## config.mk

```make
export PLATFORM = sky130hd
export DESIGN_NAME = multi_edge_detector
export DESIGN_NICKNAME = d
export VERILOG_FILES = /design/src/rtl/multi_edge_detector_pkg.sv /design/src/rtl/edge_debounce_ch.sv /design/src/rtl/multi_edge_detector.sv
export SDC_FILE = /design/constraint.sdc
export NUM_CORES = 1
export LEC_CHECK = 0
export ABC_AREA = 1
export CAP_MARGIN = 15
export CELL_PAD_IN_SITES_DETAIL_PLACEMENT = 0
export CELL_PAD_IN_SITES_GLOBAL_PLACEMENT = 1
export CORE_UTILIZATION = 40
export DETAILED_ROUTE_END_ITERATION = 10
export GPL_ROUTABILITY_DRIVEN = 0
export PLACE_DENSITY_LB_ADDON = 0.1
export SLEW_MARGIN = 25
export SYNTH_ARGS = -nofsm -noshare
export SYNTH_HDL_FRONTEND = slang
export SYNTH_SLANG_ARGS = --single-unit
```

## constraint.sdc

```tcl
create_clock -name CLK -period 1.6 [get_ports CLK]
set_clock_uncertainty 0.2 [all_clocks]
set_input_delay 0.24 -clock CLK [delete_from_list [all_inputs] [get_ports CLK]]
set_output_delay 0.24 -clock CLK [all_outputs]
set_load 0.1 [all_outputs]
```

## src/rtl/multi_edge_detector_pkg.sv

```systemverilog
// multi_edge_detector_pkg: default sizing and latency helper for the multi-channel edge detector
package multi_edge_detector_pkg;
  localparam int DEF_NUM_CH      = 8;
  localparam int DEF_SYNC_STAGES = 2;
  localparam int DEF_DEBOUNCE_W  = 4;
  function automatic int latency(input int sync_stages, input int debounce_len);
    return sync_stages + debounce_len + 1;
  endfunction
endpackage

```

## src/rtl/edge_debounce_ch.sv

```systemverilog
// edge_debounce_ch: one channel of synchroniser, debounce filter, stable level and edge pulses
module edge_debounce_ch
  import multi_edge_detector_pkg::*;
#(
  parameter int SYNC_STAGES = DEF_SYNC_STAGES,
  parameter int DEBOUNCE_W  = DEF_DEBOUNCE_W
) (
  input  logic                  CLK,
  input  logic                  RSTN,
  input  logic                  sample_in,
  input  logic [DEBOUNCE_W-1:0] debounce_len,
  output logic                  level,
  output logic                  rise,
  output logic                  fall
);
  logic [SYNC_STAGES-1:0] sync;
  logic [DEBOUNCE_W-1:0]  cnt;
  logic                   s;
  assign s = sync[SYNC_STAGES-1];
  // synchronise, then accept a change only after it has been stable for debounce_len extra cycles
  always_ff @(posedge CLK) begin
    if (!RSTN) begin
      sync  <= '0;
      cnt   <= '0;
      level <= 1'b0;
      rise  <= 1'b0;
      fall  <= 1'b0;
    end else begin
      sync <= {sync[SYNC_STAGES-2:0], sample_in};
      rise <= 1'b0;
      fall <= 1'b0;
      if (s == level) begin
        cnt <= '0;
      end else if (cnt >= debounce_len) begin
        level <= s;
        cnt   <= '0;
        rise  <= s;
        fall  <= !s;
      end else begin
        cnt <= cnt + 1'b1;
      end
    end
  end
endmodule

```

## src/rtl/multi_edge_detector.sv

```systemverilog
// multi_edge_detector: NUM_CH debounced edge detectors; sticky pending/IRQ when MULTI_EDGE_DETECTOR_STICKY_EN is defined
module multi_edge_detector
  import multi_edge_detector_pkg::*;
#(
  parameter int NUM_CH      = DEF_NUM_CH,
  parameter int SYNC_STAGES = DEF_SYNC_STAGES,
  parameter int DEBOUNCE_W  = DEF_DEBOUNCE_W
) (
  input  logic                  CLK,
  input  logic                  RSTN,
  input  logic [NUM_CH-1:0]     SAMPLE_IN,
  input  logic [DEBOUNCE_W-1:0] DEBOUNCE_LEN,
  output logic [NUM_CH-1:0]     LEVEL_OUT,
  output logic [NUM_CH-1:0]     RISE_EDGE_OUT,
  output logic [NUM_CH-1:0]     FALL_EDGE_OUT,
  input  logic [NUM_CH-1:0]     EVENT_CLEAR,
  output logic [NUM_CH-1:0]     EVENT_PENDING,
  output logic                  IRQ_OUT
);
  for (genvar i = 0; i < NUM_CH; i++) begin : g_ch
    edge_debounce_ch #(
      .SYNC_STAGES(SYNC_STAGES),
      .DEBOUNCE_W (DEBOUNCE_W)
    ) u_ch (
      .CLK         (CLK),
      .RSTN        (RSTN),
      .sample_in   (SAMPLE_IN[i]),
      .debounce_len(DEBOUNCE_LEN),
      .level       (LEVEL_OUT[i]),
      .rise        (RISE_EDGE_OUT[i]),
      .fall        (FALL_EDGE_OUT[i])
    );
  end
`ifdef MULTI_EDGE_DETECTOR_STICKY_EN
  // sticky edge flags where a new edge beats a simultaneous clear; IRQ is their registered OR
  always_ff @(posedge CLK) begin
    if (!RSTN) begin
      EVENT_PENDING <= '0;
      IRQ_OUT       <= 1'b0;
    end else begin
      EVENT_PENDING <= (EVENT_PENDING & ~EVENT_CLEAR) | RISE_EDGE_OUT | FALL_EDGE_OUT;
      IRQ_OUT       <= |EVENT_PENDING;
    end
  end
`else
  logic unused_clear;
  assign unused_clear  = ^EVENT_CLEAR;
  assign EVENT_PENDING = '0;
  assign IRQ_OUT       = 1'b0;
`endif
endmodule
```

==> impl_metrics.ini, run 1 <==
[outcome]
outcome = completed

[placement]
portBuffers = 37
dp_cells = 557
dpl.hpwl_mm = 4.53
dp_slack_ps = -598
post_dp_cell_area_um2 = 4170

[clock_tree]
cts_tree = done
path_clk_slew_ps = 70
clock_latency_ps = 340
cts_sinks = 72
clockBufferDepth = 2
cts.htree.levels = 3
cts_buffers = 9
cts_root_buffer = clkbuf_8

[floorplan]
design.die.area_um2 = 9260
start_util = 0.409
die_w_um = 96.2
die_h_um = 96.2
rows = 34
core_area_um2 = 8680
ios = 55

[final_layout]
seq_area_um2 = 1450
drive_above_1_share = 0.216
diodes = 0
design_area_um2 = 4650
fill_cells = 833
multi_input_area_um2 = 1750
nNetsFinal = 524
area_growth_pct = 31.0
fin_cells = 575

[critical_path]
crit_chain = clkdlybuf4s15_1, clkinvlp_4, buf_12, ha_1, nand2_1, inv_1, nand2_2, buf_4, nand4_1, a21oi_2
critPathMaxFanout = 8
critPathKind = input port to flip-flop
cp-start-kind = input port
cp-end-kind = flip-flop
r2r_start = g_ch[4].u_ch.cnt[0]
startpoint = DEBOUNCE_LEN[1]
r2r_slack_ps = 110
worst-path-buf-inv = 5
crit_family = buffers and inverters
crit_arrival_ps = 1580
slowest_delay_ps = 310
cp_slowest_cell = ha_1
required_ps = 1680

[logic_synthesis]
yosysTopAreaCell = dfxtp_1
synth_seq_cells = 72
async_flop_share = 0
syn_inst = 426
synth_top_area_frac = 0.406
synth.distinct_cells = 19
seq_area_frac_synth = 0.406
synth.cell_area_um2 = 3550
synth-edff-count = 0
postSynthAreaPerCell_um2 = 8.34
synthTopCellsByArea = dfxtp_1, ha_1, inv_1
yosysWarnings = 0
dominantRegCellSynth = dfxtp_1

[pwr]
power_w = 0.00393
p_leak_nw = 2.19
power_density_nw_per_um2 = 844
ir_worst_vdd_uv = 365

[global_route]
grt_pass1_vias = 2440
track_usage = 0.150
grtUsageMet1 = 0.179
grt_pass1_wl_mm = 10.4
grt_max_degree = 18
top_usage_layer = met2
use_met3 = 0.0292
grtUsageMet2 = 0.251
antenna_found_initial = 0
grt_overflow = 0

[worst_hold_path]
min_path_type = flip-flop to flip-flop
min_from = g_ch[6].u_ch.sync[0]

[route]
drt-initial-drc-count = 57
first_pass_iters = 4
wl_per_cell_um = 10.9
drt-vias-per-instance = 4.50
drc = 0
dr_total_vias = 2586
drt-total-wl_mm = 6.26
ant_nets = 0

[timing]
slew_violations = 0
final_hold_viol_count = 0
setup_viol = 0
grt_setup_unrepaired = no
hold_ws_ps = 215
fmaxAchievable_ghz = 0.666
post-route-min-period_ps = 1500
setup_ws_ps = 99.1
fin_crit_sh = 0.938

[flow_run]
cap_violations = 0
## sequential cells by signal (all words and copies together) (netlist names)
signal	cells
g_ch.u_ch.sync	16
g_ch.u_ch.level	8
g_ch.u_ch.rise	8
g_ch.u_ch.fall	8
g_ch.u_ch.cnt	32
## placed cells by master, fill, tap and decap left out, drive strengths merged, types with 16 or more instances in the layout
cell type  synthesis  layout
inv               76      74
dfxtp             72      72
nand2             72      72
buf               37      41
nor2              40      40
ha                40      40
nand3             16      16
xnor2             16      16
nand4             16      16
a21oi             16      16
## repair_timing
action,CTS,global route
hold buffers,0,0
setup buffers,2,0
pin swaps,5,10
gates resized for setup,17,30
setup endpoints to repair,56,50
## path summary, 6_finish.rpt
kind                            cells after the start                    to
worst min register to register                      2  g_ch[6].u_ch.sync[1]
worst max-delay path                               10    g_ch[5].u_ch.level
worst max register to register                      8     g_ch[4].u_ch.rise
worst min-delay path                                2  g_ch[6].u_ch.sync[1]
## stage by stage
stage,setup TNS [ps],utilization
after floorplan,0,-
after global placement,-29050,0.480
after detailed placement,-30790,0.480
after CTS,0,0.518
after global routing,0,0.536
final,0,0.536
## worst min-delay path, stage by stage (launching register included)
cell and delay, ps:
dfxtp_1 310, nand2_1 40, inv_1 40
## where the power goes
| part | switching (W) | internal, W | total (W) |
|---|---|---|---|
| sequential | 0.0000220 | 0.00182 | 0.00184 |
| clock | 0.000673 | 0.000960 | 0.00163 |
| combinational | 0.000291 | 0.000158 | 0.000449 |
| total | 0.000986 | 0.00294 | 0.00393 |
## layout make-up
cell class                 count  area share
sequential                    72       0.311
clock inverter                 5      0.0169
clock buffer                  11      0.0325
multi-input combinational    249       0.377
timing repair buffer          54       0.170
inverter                      76      0.0640
tap                          108      0.0290
## synth_stat cells, types with 3 or more instances
master / count
a21oi_1: 16
buf_4: 33
buf_6: 3
dfxtp_1: 72
ha_1: 40
inv_1: 75
nand2_1: 72
nand3_1: 16
nand3b_1: 8
nand4_1: 13
nand4_2: 3
nor2_1: 37
nor2_4: 3
nor3_1: 8
xnor2_1: 16
xor2_1: 8
## cells by family (layout without fill, tap and decap cells)
family	Yosys count	count (layout)	synth area share
XOR/XNOR	24	24	0.0592
other	1	9	0.00106
AO/OA/AOI/OAI	16	16	0.0225
AND/OR/NAND/NOR	160	160	0.209
buffers and inverters	113	146	0.162
adder cells (fa/ha/maj)	40	40	0.141
flip-flops	72	72	0.406
## per-layer routing
layer / routed length, µm / share of wire / up-vias
met4: 147 / 0.023 / 0
met2: 2910 / 0.46 / 39
li1: - / - / 1365
met5: 0 / 0 / -
met1: 3010 / 0.48 / 1170
met3: 188 / 0.030 / 12
Power figures use the tool's default switching activity.
==> run 2: changes to the inputs <==
CORE_UTILIZATION = 41   (was 40)
GPL_TIMING_DRIVEN = 0   (was default)
SLEW_MARGIN = 20   (was 25)
SYNTH_HIERARCHICAL = 1   (was default)
==> run 2 against run 1 <==
Non-clock buffer count down 8. Area after synthesis up 9.1%. Critical path depth down 9. Via count up 5.7%. Utilization down 4.6 points. Register-to-register slack better by 40 ps. Critical endpoint is now LEVEL_OUT[2].
==> impl_metrics.ini, run 2 <==
[logic_synthesis]
netlist_top_cells_count = inv_1, nand2_1, dfxtp_1
synth_seq_cells = 72
dominantRegCellSynth = dfxtp_1
yosysTopAreaCell = dfxtp_1
synth.cell_area_um2 = 3870
synth.distinct_cells = 16
synth_top_area_frac = 0.372
yosysWarnings = 6
synthTopCellsByArea = dfxtp_1, ha_1, inv_1
synth-edff-count = 0
postSynthAreaPerCell_um2 = 8.32
syn_inst = 466
seq_area_frac_synth = 0.372
yosysMostFrequentCell = inv_1
async_flop_share = 0

[flow_run]
cap_violations = 0

[timing]
fin_crit_sh = 0.966
relSlewSlack = 0.526
setup_viol = 0
fmaxAchievable_ghz = 0.647
hold_ws_ps = 214
worst_pin_slew_ps = 711
grt_setup_unrepaired = yes
post-route-min-period_ps = 1540
final_hold_viol_count = 0
slew_violations = 0
setup_ws_ps = 55.0

[route]
ant_nets = 0
wl_met3_um = 187
wl_met1_mm = 2.97
drc = 0
drt-initial-drc-count = 31
top_layer = met4
first_pass_iters = 4
drt-vias-per-instance = 4.29
dr_wl_met2_mm = 2.81
wl_per_cell_um = 9.53
dr_total_vias = 2734
drt-total-wl_mm = 6.08

[global_route]
grt_max_degree = 33
track_usage = 0.137
grt_overflow = 0
grt_pass1_wl_mm = 10.7
grt_pass1_vias = 2578
antenna_found_initial = 0

[clock_tree]
cts_tree = done
cts_sinks = 72
cts_root_buffer = clkbuf_8
hold_buffers = 0
cts_buffers = 9
cts_setup_buffers = 0
clock_latency_ps = 340
clockBufferDepth = 2
cts.htree.levels = 3
path_clk_slew_ps = 80

[placement]
dp_slack_ps = -660
portBuffers = 37
dpl.hpwl_mm = 4.45

[final_layout]
area_growth_pct = 16.4
final_common_cell = inv_1
nNetsFinal = 584
fill_cells = 945
seq_area_um2 = 1460
largest_reg_flops = 32
multi_input_area_um2 = 1950
top_register = g_ch.u_ch/cnt
final_cell_mix = inv_1, nand2_1, dfxtp_1
diodes = 0
drive_above_1_share = 0.262
reg_top3 = g_ch.u_ch/cnt (32), g_ch.u_ch/sync (16)

[pwr]
netSwitchingPower_w = 0.00119
swShare = 0.289
power_w = 0.00413
p_leak_nw = 2.48
seqPwrFrac = 0.456
ir_worst_vdd_uv = 361
power_density_nw_per_um2 = 916
pwr-share-clk = 0.388
combinationalPowerShare = 0.156
internal-power_w = 0.00294

[critical_path]
worst-path-buf-inv = 1
reg2regPathDepth = 9
crit_arrival_ps = 1100
cp.depth = 1
cp_slowest_cell = buf_2
critPathKind = flip-flop to output port
crit_family = buffers and inverters
required_ps = 1160
cp-start-kind = flip-flop
crit_chain = buf_2
critPathMaxFanout = 3
slowest_delay_ps = 420
cp-end-kind = output port

[floorplan]
die_h_um = 99.2
rows = 35
ios = 55
core_area_um2 = 9200
start_util = 0.421
design.die.area_um2 = 9840
die_w_um = 99.2

[worst_hold_path]
hold_path_depth = 2
min_path_type = flip-flop to flip-flop

[outcome]
outcome = completed
-- run 2: cell families after synthesis --
group	Yosys count	synth area share
xor gates and xnor gates	16	0.0362
and+or+nand+nor	192	0.261
adders and majority gates	40	0.129
buffers and inverters	129	0.134
DFF	72	0.372
AOI/OAI and AO/OA	16	0.0672
other	1	0.000968
-- run 2: timing repair --
| item | CTS | global route |
|---|---|---|
| endpoints found under the setup margin | 80 | 47 |
| pin swaps | 0 | 0 |
| resized for setup | 125 | 10 |
-- run 2: through the flow --
stage	util	cell area (µm²)	TNS, ps	instances
after floorplan	-	3920	0	474
after detailed placement	0.481	4420	-39760	622
after global placement	0.481	4420	-65970	622
after global routing	0.490	4510	-19.3	638
final	0.490	4510	0	638
after CTS	0.491	4520	0	638
-- run 2: final cells by class --
| cell class | instances | area share |
|---|---|---|
| multi-input cells | 273 | 0.431 |
| flip-flops and latches | 72 | 0.323 |
| inverters | 120 | 0.0999 |
| repair buffers | 37 | 0.0508 |
| well taps | 111 | 0.0308 |
| clock buffers | 10 | 0.0305 |
| clock inverters | 6 | 0.0183 |
| plain buffers | 9 | 0.0150 |
-- run 2: worst paths after layout --
| path | slack, ps | startpoint | to |
|---|---|---|---|
| setup / recovery | 60 | g_ch[2].u_ch/level | LEVEL_OUT[2] |
| hold / removal | 210 | g_ch[4].u_ch/sync[0] | g_ch[4].u_ch/sync[1] |
| setup reg to reg | 150 | g_ch[0].u_ch/cnt[0] | g_ch[0].u_ch/level |
| hold reg to reg | 210 | g_ch[4].u_ch/sync[0] | g_ch[4].u_ch/sync[1] |
-- run 2: metal layers --
metal	GRT usage	vias to the layer above
met2	0.236	29
met4	0.0713	0
met3	0.0274	9
met1	0.161	1204
met5	0	-
li1	-	1492
-- run 2: power groups by stage --
stage	Combinational [W]	Clock [W]	Sequential (W)
global placement	0.000670	0	0.00193
finish	0.000645	0.00160	0.00188
CTS	0.000656	0.00166	0.00188
floorplan	0.000404	0	0.00205
global route	0.000715	0.00173	0.00189
detailed placement	0.000673	0	0.00193
==> RTL edit: new RTL, flow settings as in run 2 <==
The package constant `DEF_DEBOUNCE_W` goes from 4 to 3.
--- a/src/rtl/multi_edge_detector_pkg.sv
+++ b/src/rtl/multi_edge_detector_pkg.sv
@@ -4,3 +4,3 @@
   localparam int DEF_SYNC_STAGES = 2;
-  localparam int DEF_DEBOUNCE_W  = 4;
+  localparam int DEF_DEBOUNCE_W  = 3;
   function automatic int latency(input int sync_stages, input int debounce_len);
Interface: changed (resized DEBOUNCE_LEN); port bits go from 55 to 54. No check against the original RTL was run, so the function may have changed too.
==> RTL edit against run 2 <==
- area after synthesis decreased by 22%
- design area decreased by 20%
- sequential cell count decreased by 8
- core utilization increased by 3.0 points
- maximum frequency decreased by 0.27%
- sequential power decreased by 10%
- worst setup slack got worse by 0.0041 ns
- first-iteration DRC count increased by 81%
- cell count decreased by 18%
- wire length decreased by 25%
- power decreased by 11%
- count of clock-buffer cells in the layout increased by 1
- via count decreased by 21%
- largest power group unchanged
==> RTL edit: results (changes against run 2) <==
Outcome -> complete, no violations
Worst VDD drop -> 0.0005624 V (+56%)
Launch point of the worst hold path -> RSTN
Number of antenna violations at the first check in global routing -> 0 (unchanged)
Metal2 WL -> 2.094 mm (-25%)
Fraction of layout cells with a size suffix above 1 -> 23.02% (-3.2 points)
Leakage power total -> 1.946 nW (-21%)
Power attributed to the clock group -> 1.41 mW (-12%)
Post-Route M1 WL -> 2.155 mm (-27%)
Worst reg2reg startpoint -> g_ch[6].u_ch/cnt[0]
Sum of net half-perimeters after detailed placement -> 3.255 mm (-27%)
Setup slack on the worst flop-to-flop path -> 0.22 ns (+0.07 ns)
Number of filler instances in the final layout -> 688 (-27%)
Clock buf/inv share -> 5.717% (+0.83 points)
First-pass GRT wire length -> 8.300 mm (-23%)
Net count, final -> 478 (-18%)
Sequential share of the synthesized area -> 42.51% (+5.3 points)
Post-DR vias/cell -> 4.103 (-4.3%)
Number of multi-input logic gates -> 225 (-18%)
Maximum net fanout on the critical path -> 4 (+1)
Largest net degree at the start of global routing -> 33 (unchanged)
Top Registers -> g_ch.u_ch/cnt (24), g_ch.u_ch/sync (16)
Worst hold endpoint -> g_ch[3].u_ch/sync[0]
Leading post-synthesis cells by instance count -> sky130_fd_sc_hd__inv_1, sky130_fd_sc_hd__dfxtp_1, sky130_fd_sc_hd__nand2_1, sky130_fd_sc_hd__nor2_1, sky130_fd_sc_hd__ha_1
Crit. Startpoint -> g_ch[7].u_ch/level
Flip-flop and latch count after synthesis -> 64 (-11%)
All-Layer GR Usage -> 14.03% (+0.36 points)
Biggest area contributors in the synthesized netlist -> sky130_fd_sc_hd__dfxtp_1, sky130_fd_sc_hd__ha_1, sky130_fd_sc_hd__inv_1, sky130_fd_sc_hd__nand2_1, sky130_fd_sc_hd__nor2_1
Met3 WL -> 222 µm (+19%)
Worst flop-to-flop path endpoint -> g_ch[6].u_ch/level
Number of buffer cells added on primary ports -> 36 (-2.7%)
P_sw -> 1.067 mW (-11%)
Sequential cell area -> 1291 µm² (-11%)
Repair and plain buffers -> 45 (-2.2%)
R2R depth -> 8 (-1)
Final worst setup slack -> 0.05090 ns (-0.004143 ns)
Total of clock buffers placed in the layout -> 11 (+1)
Tightest slew margin relative to the limit -> 58.98% (+6.4 points)
Number of cells on the worst hold path -> 3 (+1)
Worst Hold Class -> in2reg
Worst hold-check slack -> 0.2114 ns (-0.002558 ns)
Vias in the first global route -> 1941 (-25%)
Final Routed Wirelength -> 4.539 mm (-25%)
Count of non-CTS inverters in the layout -> 80 (-33%)
Number of distinct standard cells referenced by the synthesized netlist -> 14 (-2)
First-iteration detailed-routing DRC count -> 56 (+81%)
## RTL edit: through the flow
step / power (mW) / area, µm² / instances
final: 3.665 / 3611 / 526
after global routing: 3.862 / 3611 / 526
after CTS: 3.720 / 3612 / 526
after detailed placement: 2.321 / 3530 / 510
after global placement: 2.314 / 3535 / 510
after floorplan: 2.193 / 3054 / 378
## RTL edit: cells by family (layout without fill, tap and decap cells)
group / count (synthesis) / count (layout) / synth area share, %
AOI/OAI and AO/OA: 16 / 16 / 5.645
xor gates and xnor gates: 8 / 8 / 2.325
adders and majority gates: 32 / 32 / 13.28
buffers and inverters: 89 / 141 / 12.20
DFF: 64 / 64 / 42.51
other: 1 / 9 / 0.1244
and+or+nand+nor: 160 / 160 / 23.91
## RTL edit: metal layers
metal / vias up / global-route usage [%]
met4: 0 / 5.216
li1: 1198 / -
met1: 920 / 16.21
met5: - / 0
met2: 32 / 23.33
met3: 8 / 5.655
## RTL edit: repair_timing
item	CTS	global route
buffers inserted	0	0
gates resized for setup	123	3
endpoints found under the setup margin	72	11
